$ cat src/rtl/bcd_pkg.sv
// Shared types and sizing for the sequential BCD-to-binary converter.
package bcd_pkg;

    typedef enum logic [1:0] {
        IDLE,
        CONV,
        DONE
    } state_t;

    localparam int unsigned NDIGITS = 4;
    localparam int unsigned BINW    = 14;
    localparam int unsigned ITER    = 14;
    localparam int unsigned CNTW    = 4;
    localparam int unsigned BCDW    = NDIGITS * 4;
    localparam int unsigned SRW     = BCDW + BINW;

    // True when every packed digit is a legal decimal digit (0..9).
    function automatic logic bcd_valid(input logic [BCDW-1:0] v);
        logic ok;
        ok = 1'b1;
        for (int unsigned i = 0; i < NDIGITS; i++) begin
            if (v[i*4 +: 4] > 4'd9) begin
                ok = 1'b0;
            end
        end
        return ok;
    endfunction

endpackage

$ cat src/rtl/bcd_to_bin_seq_if.sv
// Request/result bundle between a requester and the BCD-to-binary converter.
interface bcd_to_bin_seq_if;
    import bcd_pkg::*;

    logic            start;
    logic [BCDW-1:0] bcd_in;
    logic            ready;
    logic            done;
    logic [BINW-1:0] bin_out;
    logic            err;

    modport master (
        output start, bcd_in,
        input  ready, done, bin_out, err
    );

    modport slave (
        input  start, bcd_in,
        output ready, done, bin_out, err
    );

endinterface

$ cat src/rtl/bcd_digit_corr.sv
// Per-digit correction step of reverse double-dabble: subtract 3 from 8..15.
module bcd_digit_corr (
    input  logic [3:0] digit_i,
    output logic [3:0] digit_o
);

    // Inputs 8..15 map to 5..12, so the 4-bit subtraction never wraps.
    always_comb begin
        digit_o = digit_i[3] ? (digit_i - 4'd3) : digit_i;
    end

endmodule

$ cat src/rtl/bcd_to_bin_seq.sv
// Sequential four-digit BCD to 14-bit binary converter (reverse double-dabble).
module bcd_to_bin_seq
    import bcd_pkg::*;
(
    input  logic            clk,
    input  logic            reset,
    bcd_to_bin_seq_if.slave bus
);

    state_t          state_q, state_d;
    logic [CNTW-1:0] cnt_q, cnt_d;
    logic [SRW-1:0]  sr_q, sr_d;
    logic [BINW-1:0] bin_q, bin_d;
    logic            err_q, err_d;

    logic [SRW-1:0]  sr_shift;
    logic [BCDW-1:0] corr_digits;
    logic [SRW-1:0]  sr_iter;

    // One iteration: logical shift right of the whole {bcd, bin} register.
    always_comb begin
        sr_shift = sr_q >> 1;
    end

    for (genvar g = 0; g < NDIGITS; g++) begin : g_corr
        bcd_digit_corr u_corr (
            .digit_i (sr_shift[BINW + 4*g +: 4]),
            .digit_o (corr_digits[4*g +: 4])
        );
    end

    // Reassemble corrected digits above the untouched binary field.
    always_comb begin
        sr_iter = {corr_digits, sr_shift[BINW-1:0]};
    end

    // Next-state and datapath selection for IDLE/CONV/DONE.
    always_comb begin
        state_d = state_q;
        cnt_d   = cnt_q;
        sr_d    = sr_q;
        bin_d   = bin_q;
        err_d   = err_q;
        case (state_q)
            IDLE: begin
                if (bus.start) begin
                    if (bcd_valid(bus.bcd_in)) begin
                        state_d = CONV;
                        sr_d    = {bus.bcd_in, {BINW{1'b0}}};
                        cnt_d   = '0;
                        err_d   = 1'b0;
                    end else begin
                        state_d = DONE;
                        err_d   = 1'b1;
                        bin_d   = '0;
                    end
                end
            end
            CONV: begin
                sr_d  = sr_iter;
                cnt_d = cnt_q + 1'b1;
                if (cnt_q == CNTW'(ITER - 1)) begin
                    state_d = DONE;
                    bin_d   = sr_iter[BINW-1:0];
                end
            end
            DONE: begin
                state_d = IDLE;
            end
            default: begin
                state_d = IDLE;
            end
        endcase
    end

    // All state, including held results, with asynchronous abort on reset.
    always_ff @(posedge clk or posedge reset) begin
        if (reset) begin
            state_q <= IDLE;
            cnt_q   <= '0;
            sr_q    <= '0;
            bin_q   <= '0;
            err_q   <= 1'b0;
        end else begin
            state_q <= state_d;
            cnt_q   <= cnt_d;
            sr_q    <= sr_d;
            bin_q   <= bin_d;
            err_q   <= err_d;
        end
    end

    assign bus.ready   = (state_q == IDLE);
    assign bus.done    = (state_q == DONE);
    assign bus.bin_out = bin_q;
    assign bus.err     = err_q;

endmodule

$ cat src/flat_wrapper.sv
// flat-port wrapper written by rule: the top's interface ports become plain ports
module bcd_to_bin_seq_flat import bcd_pkg::*;
  (clk, reset, bus_start, bus_bcd_in, bus_ready, bus_done, bus_bin_out, bus_err);
  bcd_to_bin_seq_if bus_i ();
  input  logic clk;
  input  logic reset;
  input wire logic [$bits(bus_i.start)-1:0] bus_start;
  input wire logic [$bits(bus_i.bcd_in)-1:0] bus_bcd_in;
  output wire logic [$bits(bus_i.ready)-1:0] bus_ready;
  output wire logic [$bits(bus_i.done)-1:0] bus_done;
  output wire logic [$bits(bus_i.bin_out)-1:0] bus_bin_out;
  output wire logic [$bits(bus_i.err)-1:0] bus_err;
  assign bus_i.start = bus_start;
  assign bus_i.bcd_in = bus_bcd_in;
  assign bus_ready = bus_i.ready;
  assign bus_done = bus_i.done;
  assign bus_bin_out = bus_i.bin_out;
  assign bus_err = bus_i.err;
  bcd_to_bin_seq u_core (.clk(clk), .reset(reset), .bus(bus_i));
endmodule
$ cat config.mk
export PLATFORM = sky130hd
export DESIGN_NAME = bcd_to_bin_seq_flat
export DESIGN_NICKNAME = d
export VERILOG_FILES = /design/src/rtl/bcd_pkg.sv /design/src/rtl/bcd_to_bin_seq_if.sv /design/src/rtl/bcd_digit_corr.sv /design/src/rtl/bcd_to_bin_seq.sv /design/src/flat_wrapper.sv
export SDC_FILE = /design/constraint.sdc
export NUM_CORES = 1
export LEC_CHECK = 0
export BUFFER_PORTS_ARGS = -buffer_cell sky130_fd_sc_hd__buf_2
export CORE_MARGIN = 2
export CORE_UTILIZATION = 35
export DETAILED_ROUTE_END_ITERATION = 10
export HOLD_SLACK_MARGIN = 0.12
export PLACE_DENSITY = 0.54
export SETUP_SLACK_MARGIN = 0.02
export SYNTH_ARGS = -nofsm -noshare
export SYNTH_HDL_FRONTEND = slang
export SYNTH_SLANG_ARGS = --single-unit
export TNS_END_PERCENT = 10
$ cat constraint.sdc
create_clock -name clk -period 1.9 [get_ports clk]
set_input_delay 0.095 -clock clk [delete_from_list [all_inputs] [get_ports clk]]
set_output_delay 0.095 -clock clk [all_outputs]
set_load 0.01 [all_outputs]
==> results.md <==
Timing:
- At the pin with the least slew margin, the transition time is 0.6589 ns.
- In this run the tightest slew margin relative to its limit is 56.07%.
- Setup violations remaining at the end of the flow were counted as 0.
- The highest clock rate is 594.2 MHz.
- The final critical path takes up 88.57% of the cycle.
- The number of hold violations in the final report is 0.
- After layout, the minimum clock period comes to 1.683 ns.
- Clock skew on the completed layout was measured at 0.005088 ns.
- The final max-slew violation count came to 0.
- For the final routed database, the setup TNS stands at 0 ns.
- Setup repair after global routing left no endpoint under its margin.
- Across all setup checks in the final design, the least slack found is 0.2171 ns.

Routing:
- The average wire per cell in the routed design is 15.55 µm.
- The routed layout has 2054 vias.
- The total iterations of the first detailed-routing run is 4.
- Dividing the detail-routed via count by the number of cells gives 5.187.
- The final wirelength is 6158 µm.
- For this run, design rule violations remaining after detail routing come to 0.
- The detail route stage leaves a number of antenna-violating nets equal to 0.
- For this block, the initial DRC count from the detailed router was 94.

Synth:
- Averaged over all synthesized cells, the footprint is 10.32 µm².
- The share of synthesized area in the top cell type comes to 49.26%.
- Synthesis produced a netlist whose cell count is 246.
- The register area share after synthesis is 49.26%.
- The cell type with the largest total area after synthesis is dfrtp_1.
- Yosys mapped a number of flops with a built-in enable equal to 0.
- The Yosys warning count is 0.
- The net count of the mapped netlist is 270.
- For this run, asynchronously set or reset flops after synthesis account for 100.0%.
- The synthesized netlist contains 37 unique library cells.
- The total of flip-flops plus latches after synthesis is 50.
- In the synthesized netlist the dominant register cell turns out to be dfrtp_1.
- By area the synthesized netlist is led by dfrtp_1, nand2b_1, a22o_1, a22oi_1, o21ai_0.
- The synthesized netlist occupies a cell area of 2540 µm².

Place:
- The placed wire-length estimate after detailed placement is 4003 µm.
- Port buffering added 35 buffers.
- The final estimated routing congestion in global placement is 0.8078.
- The worst setup slack before clock tree synthesis is 0.1361 ns.

Worst setup path:
- The endpoint identified for the worst register-to-register timing path is u_core.sr_q[20].
- In this run the worst setup path begins at bus_bcd_in[1].
- The largest delay contributor family on the critical path is buffers and inverters.
- At the worst endpoint, the arrival time is 1.87 ns.
- The length in cells of the worst reg-to-reg path is 4.
- The delay of the slowest cell on the worst path is 0.53 ns.
- The data required time at the worst endpoint is 2.09 ns.
- The launch instance of the worst register-to-register path is u_core.state_q[1].
- The critical path ends at u_core.sr_q[28].
- Of all nets on the critical path, the largest fanout is 7.
- STA classifies the critical path startpoint as an input pin.
- In this run the register-to-register setup slack is 0.27 ns.
- The signal on the critical path passes through dlygate4sd3_1 -> buf_2 -> o21ai_1 -> nand4_2 -> nor2_2 -> buf_4 -> a211oi_1.
- The endpoint type of the worst setup path is a flip-flop.
- The type of the setup path with the least slack is in2reg.
- The instance count on the critical path is 7.
- The number of buffers and inverters on the critical path is 3.
- The critical-path cell with the highest stage delay is dlygate4sd3_1.

Flow run:
- The number of violations of the max-capacitance limit is 0.

Global route:
- In the global route stage, met2 resource usage came out at 25.45%.
- The initial antenna violation count is 0.
- The global-route met3 utilization is 3.324%.
- The number of global-route vias before repair was 2040.
- Entering global routing, the biggest net connects 51 pins.
- Global routing used 16.52% of the available tracks.
- The total congestion overflow is 0.
- The layer with the highest usage is met2.
- The first global-routing pass estimated 10240 µm of wire.
- The global routing met1 resource utilization is 23.78%.

Power and ir drop:
- The leakage power is 1.445 nW.
- The worst voltage drop across the vdd grid is 0.5884 mV.
- For this design the ratio of total power to cell area is 1435 nW/µm².

Clocking:
- The number of clock buffers inserted by TritonCTS is 5.
- The maximum count of clock buffers along a single path is 2.
- The clock insertion delay at the later pin of the skew report is 0.30 ns.
- In this run, post-CTS repair resized a total of 0 instances.
- The clock tree root buffer cell is clkbuf_8.
- The number of levels in the clock H-tree is 2.
- The clock transition at the registers of the reported paths is 0.09 ns.
- The clock tree from TritonCTS is done.
- The number of sinks handled by clock tree synthesis is 50.

Finish:
- The library cell used most frequently in the layout, excluding fill and tap cells, is dfrtp_1.
- The layout-stage area growth over the synthesis result is 22.66%.
- The number of antenna diodes in the final layout is 0.
- The library cells used most frequently in the layout, excluding fill and tap cells, are dfrtp_1, buf_2, nand2b_1, o21ai_0.
- The fraction of layout instances using a drive strength above 1 is 21.89%.
- For this run, the post-layout net count is 320.

Floorplanning:
- The core box area is 7137 µm².
- The number of core rows is 31.
- The starting density of the core is 35.59%.
- The die area is 7954 µm².
- The height of the die is 89.19 µm.
- Measured along the x axis, the die boundary spans 89.19 µm.
- In this run the count of I/O pins placed on the die edge is 36.

Worst hold path:
- In this run the worst hold path is classified as in2reg.

Outcome:
- The run finished with clean final reports.
[final cells by class]
class / instances / area [µm²]
Tap cell: 99 / 123.9
Sequential cell: 50 / 1251
Multi-Input combinational cell: 169 / 1142
Timing Repair Buffer: 62 / 425.4
Inverter: 8 / 30.03
Clock inverter: 2 / 60.06
Clock buffer: 6 / 82.58
Fill cell: 711 / 4021
[cell families after synthesis]
group                      after synthesis  synth area share, %
muxes                                    3                1.182
AOI/OAI and AO/OA                       95                25.47
adders and majority gates                5                2.463
buffers and inverters                   27                5.764
xor gates and xnor gates                 8                2.759
DFF                                     50                49.26
and+or+nand+nor                         58                13.10
[worst min-delay path by stage]
stage | startpoint | to | slack [ns] | cells after the start
floorplan | bus_bcd_in[1] | u_core.sr_q[15] | 0.22 | 1
global placement | reset | u_core.bus.bin_out[10] | 0.31 | 3
detailed placement | reset | u_core.bus.bin_out[10] | 0.31 | 3
CTS | bus_bcd_in[3] | u_core.sr_q[17] | 0.12 | 3
global route | bus_bcd_in[7] | u_core.sr_q[21] | 0.14 | 3
finish | bus_bcd_in[3] | u_core.sr_q[17] | 0.12 | 3
[synth_stat cells (6+ instances only)]
library cell  count
nand2b_1         24
xnor2_1           6
dfrtp_1          50
a211o_1           8
o21ai_1          13
inv_1             7
a22oi_1          13
clkbuf_1          8
a21oi_1          12
nand2_1          14
o21ai_0          15
a22o_1           14
a211oi_1          6
nor2_1            7
[report_power, final]
part	total [mW]	internal [mW]	leakage, nW	switching, mW
logic	1.60	0.841	0.748	0.760
clock network	0.930	0.562	0.0714	0.369
registers	1.94	1.46	0.625	0.483
[sequential cells by signal, summed over array words and instances, names as in the netlist]
name / cells
u_core.sr_q: 29
u_core.bus.bin_out: 14
u_core.cnt_q: 4
u_core.state_q: 2
u_core.bus.err: 1
[metrics by stage]
step                      cells  power, mW  hold slack (ns)  cell area (µm²)  util (%)
after floorplan             246      3.108           0.2195             2540         -
after CTS                   395      4.480           0.1202             3095     43.37
after detailed placement    373      3.527           0.3113             2813     39.41
final                       396      4.471           0.1234             3115     43.65
after global placement      373      3.486           0.3122             2813     39.41
after global routing        396      4.832           0.1376             3115     43.65
[what timing repair did]
item	4_1_cts	5_1_grt
endpoints found under the setup margin	0	14
hold buffers	14	0
endpoints found under the hold margin	63	0
setup buffers	0	1
[routing by layer]
metal / wire length [µm] / part of all wire [%]
met5: 0 / 0
met4: 80 / 1.3
met3: 241 / 3.9
met2: 2705 / 44
met1: 3131 / 51
[worst min-delay path: stages]
cell and delay (ns):
buf_2 0.09, o32ai_1 0.09, a21oi_1 0.11
Power figures use the tool's default switching activity.
